### config.mk
export PLATFORM = sky130hd
export DESIGN_NAME = trigger2
export DESIGN_NICKNAME = d
export VERILOG_FILES = /design/src/rtl/trigger2.sv
export SDC_FILE = /design/constraint.sdc
export NUM_CORES = 1
export LEC_CHECK = 0
export ABC_AREA = 0
export CORE_AREA = 4 4 41 43
export CTS_CLUSTER_SIZE = 12
export DETAILED_ROUTE_END_ITERATION = 8
export DIE_AREA = 0 0 45 47
export PLACE_DENSITY = 0.42
export SLEW_MARGIN = 5
export SYNTH_ARGS = -nofsm -noshare
export SYNTH_HDL_FRONTEND = slang
export SYNTH_SLANG_ARGS = --single-unit
export TNS_END_PERCENT = 20
### constraint.sdc
create_clock -name i_clk -period 0.8 [get_ports i_clk]
set_input_delay 0.16 -clock i_clk [delete_from_list [all_inputs] [get_ports i_clk]]
set_output_delay 0.16 -clock i_clk [all_outputs]
set_load 0.03 [all_outputs]
### src/rtl/trigger2.sv
// Gated set/reset trigger: per-bit bistable with edge-triggered, gate-qualified
// AC set/reset and level-sensitive active-low DC set/reset overrides.
module trigger2 #(
    parameter int WIDTH = 1
) (
    input  logic             i_clk,
    input  logic             i_rst_n,
    input  logic [WIDTH-1:0] i_set_gate,
    input  logic [WIDTH-1:0] i_ac_set,
    input  logic [WIDTH-1:0] i_dc_set,
    input  logic [WIDTH-1:0] i_reset_gate,
    input  logic [WIDTH-1:0] i_ac_reset,
    input  logic [WIDTH-1:0] i_dc_reset,
    output logic [WIDTH-1:0] o_out,
    output logic [WIDTH-1:0] o_nout
);

    logic [WIDTH-1:0] q_r;
    logic [WIDTH-1:0] ps_r;
    logic [WIDTH-1:0] pr_r;
    logic [WIDTH-1:0] set_edge_s;
    logic [WIDTH-1:0] reset_edge_s;
    logic [WIDTH-1:0] q_next_s;

    // Rising-edge detection; the gate must be high in the same cycle as the edge.
    always_comb begin
        set_edge_s   = i_ac_set & ~ps_r & i_set_gate;
        reset_edge_s = i_ac_reset & ~pr_r & i_reset_gate;
    end

    // Per-bit next state: DC reset, DC set, simultaneous AC toggle, AC set, AC reset, hold.
    always_comb begin
        q_next_s = q_r;
        for (int i = 0; i < WIDTH; i++) begin
            if (!i_dc_reset[i]) begin
                q_next_s[i] = 1'b0;
            end else if (!i_dc_set[i]) begin
                q_next_s[i] = 1'b1;
            end else if (set_edge_s[i] && reset_edge_s[i]) begin
                q_next_s[i] = ~q_r[i];
            end else if (set_edge_s[i]) begin
                q_next_s[i] = 1'b1;
            end else if (reset_edge_s[i]) begin
                q_next_s[i] = 1'b0;
            end else begin
                q_next_s[i] = q_r[i];
            end
        end
    end

    // State and edge history; history loads current inputs in reset so held-high levels are not edges.
    always_ff @(posedge i_clk) begin
        if (!i_rst_n) begin
            q_r  <= '0;
            ps_r <= i_ac_set;
            pr_r <= i_ac_reset;
        end else begin
            q_r  <= q_next_s;
            ps_r <= i_ac_set;
            pr_r <= i_ac_reset;
        end
    end

    assign o_out  = q_r;
    assign o_nout = ~q_r;

endmodule

==> results of run 1 <==
-- power groups by stage --
stage / Combinational [mW] / Sequential (mW) / Clock [mW]
after CTS: 0.0747 / 0.162 / 0.282
after floorplan: 0.0161 / 0.169 / 0
after global placement: 0.0671 / 0.164 / 0
after detailed placement: 0.0688 / 0.164 / 0
after global routing: 0.0783 / 0.162 / 0.287
final: 0.0735 / 0.162 / 0.260
-- metrics by stage --
stage | area (sq um) | setup WS [ns]
final | 249 | -0.121
after global routing | 249 | -0.147
after CTS | 249 | -0.139
after detailed placement | 211 | -0.267
after global placement | 211 | -0.186
after floorplan | 108 | 0.0346
-- how the worst max path moves through the flow --
| stage | end | slack (ns) |
|---|---|---|
| floorplan | o_out | 0.03 |
| global placement | o_out | -0.19 |
| detailed placement | o_out | -0.27 |
| CTS | o_nout | -0.14 |
| global route | o_nout | -0.15 |
| finish | o_nout | -0.12 |
-- kinds of logic (layout without fill, tap and decap cells) --
| group | count (synthesis) | after routing |
|---|---|---|
| buf+inv | 2 | 16 |
| flops | 3 | 3 |
| simple gates | 3 | 3 |
| compound gates | 2 | 2 |
-- registers in the layout (all words and copies together) (netlist names) --
register	flops
o_out	1
pr_r	1
ps_r	1
-- repair_timing --
item	CTS	global route
gates resized for setup	1	0
buffers inserted	1	0
pin swaps	1	0
setup endpoints to repair	3	3
-- worst max-delay path, stage by stage (launching register included) --
cell	delay, ns
dfxtp_4	0.36
clkinv_4	0.05
buf_6	0.13
-- layer usage --
layer	global-route usage [%]	part of all wire (%)	vias to the layer above
li1	-	-	62
met1	2.95	36	48
met2	5.08	47	8
met3	2.30	17	0
met4	7.02	0	0
met5	0	0	-
-- layout make-up --
cell class | instances | area share [%]
repair buffers | 10 | 38.7
clock buffers | 4 | 10.6
multi-input cells | 5 | 12.6
inverters | 2 | 5.03
well taps | 15 | 7.54
flip-flops and latches | 3 | 25.6
-- layout by cell type, fill, tap and decap left out --
cell             instances
clkbuf_1                 1
inv_1                    1
clkinv_4                 1
a31oi_1                  1
o21ai_1                  1
buf_6                    1
buf_4                    2
nand4_2                  1
nand2_1                  2
dfxtp_1                  2
dfxtp_4                  1
clkdlybuf4s50_1          7
clkbuf_4                 3
==> impl_metrics.tcl, run 1 <==
set metrics [dict create \
    synth-compound-area-share_pct 11.3 \
    maxCapViolations 0 \
    place_hpwl_um 269 \
    grt_pass1_vias 127 \
    drv_slew 0 \
    ys_types 7 \
    total_power_mw 0.496 \
    layout_setup_ws_ns -0.121 \
    num_rows 13 \
    asyncSetResetFlopFracSynth_pct 0 \
    leakage_nw 0.105 \
    endpoint_kind "primary output" \
    clk_pin_slew_ns 0.04 \
    clock-sinks 3 \
    viasPerCell 3.03 \
    cp-startpoint "o_out" \
    start_kind "register" \
    yosys.area.top_type "dfxtp_1" \
    ctsHoldBuffers 0 \
    post_synth.cell_area_avg_sq_um 10.0 \
    h-tree-depth 1 \
    fin_util_pct 19.1 \
    syn_area_sq_um 100 \
    worstPathRequired_ns 0.64 \
    cts_tree "built" \
    multi_input_area_sq_um 31.3 \
    yosys_warnings 0 \
    reg2reg_depth 4 \
    drive_above_1_share_pct 37.5 \
    period_minus_slack_ns 0.921 \
    synthAdderAreaFrac_pct 0 \
    regArea_sq_um 63.8 \
    synth_top_family_by_area "simple AND/OR/NAND/NOR gates" \
    io_buffer_count 9 \
    grt_max_degree 4 \
    hold_depth 1 \
    synth_seq_cells 3 \
    ant_nets 0 \
    syn_nets 18 \
    hp-start "i_ac_reset" \
    rr_endpoint "o_out" \
    diodes 0 \
    grt_pass1_wl_um 489 \
    swShare_pct 21.3 \
    final_cells 39 \
    netlist_top_cells_area "dfxtp_1, nand4_2, nand2_1" \
    area_delta_synth_final_pct 149 \
    r2r-start "o_out" \
    die_area_sq_um 2120 \
    power.density_nw_per_um2 1990 \
    antenna_found_initial 0 \
    synth_top_area_share_pct 60.0 \
    grt_usage_pct 3.87 \
    clock_latency_ns 0.23 \
    yosysMostFrequentCell "dfxtp_1" \
    violations "negative setup slack" \
    skew_ns 0.00101 \
    gp_congestion 0.567 \
    finalHoldViolCount 0 \
    synth-main-ff-cell "dfxtp_1" \
    tightest_slew_ns 0.151 \
    synth_cells 10 \
    vdd_drop_max_v 0.000639 \
    die_height_um 47 \
    crit_type "register to primary output" \
    cts_buffer_depth 2 \
    p_int_mw 0.390 \
    cts_buffers 3 \
    synth-simple-area-share_pct 20.0 \
    crit_arrival_ns 0.76 \
    hold_slack_ns 0.412 \
    switchingPower_mw 0.105 \
    cp_max_fo 3 \
    yosys-top-cells-count "dfxtp_1, nand2_1" \
    max_freq_ghz 1.09 \
    initial_core_util_pct 7.69 \
    wl_um 320 \
    tns_ns -0.229 \
    dp.cells 34 \
    core_area_sq_um 1300 \
    vias 118 \
    status "complete, but fails checks" \
    synth.area.mux_share_pct 0 \
    synth-xor-area-share_pct 0 \
    reg2reg_slack_ns 0.02 \
    ios 10 \
    fillers 156 \
    fin_crit_sh_pct 115 \
    fin_nets 33 \
    p_seq_share_pct 32.7 \
    pwr-share-comb_pct 14.8 \
    grt-ovfl-total 0 \
    whs_endpoint "pr_r" \
    wl_per_cell_um 8.21 \
    drc_errors 0 \
    rsz0062_at_grt "yes" \
    hold_class "input port to register" \
    synth_edf_count 0 \
    dr.pass1.iters 1 \
    setup_viol 3 \
    ys_seq_area_share_pct 60.0 \
    root_buffer "clkbuf_4" \
    drt_iter0_drc 0 \
    relSlewSlack_pct 89.9 \
    fp.dieW_um 45 \
    p_clk_share_pct 52.5 \
]
No activity file was read; power rests on OpenSTA's default activity.
==> inputs of run 2 (changes only) <==
SLEW_MARGIN = 15   (was 5)
==> results of run 2 <==
No change in the layout: final DEF, timing and power equal those of run 1.
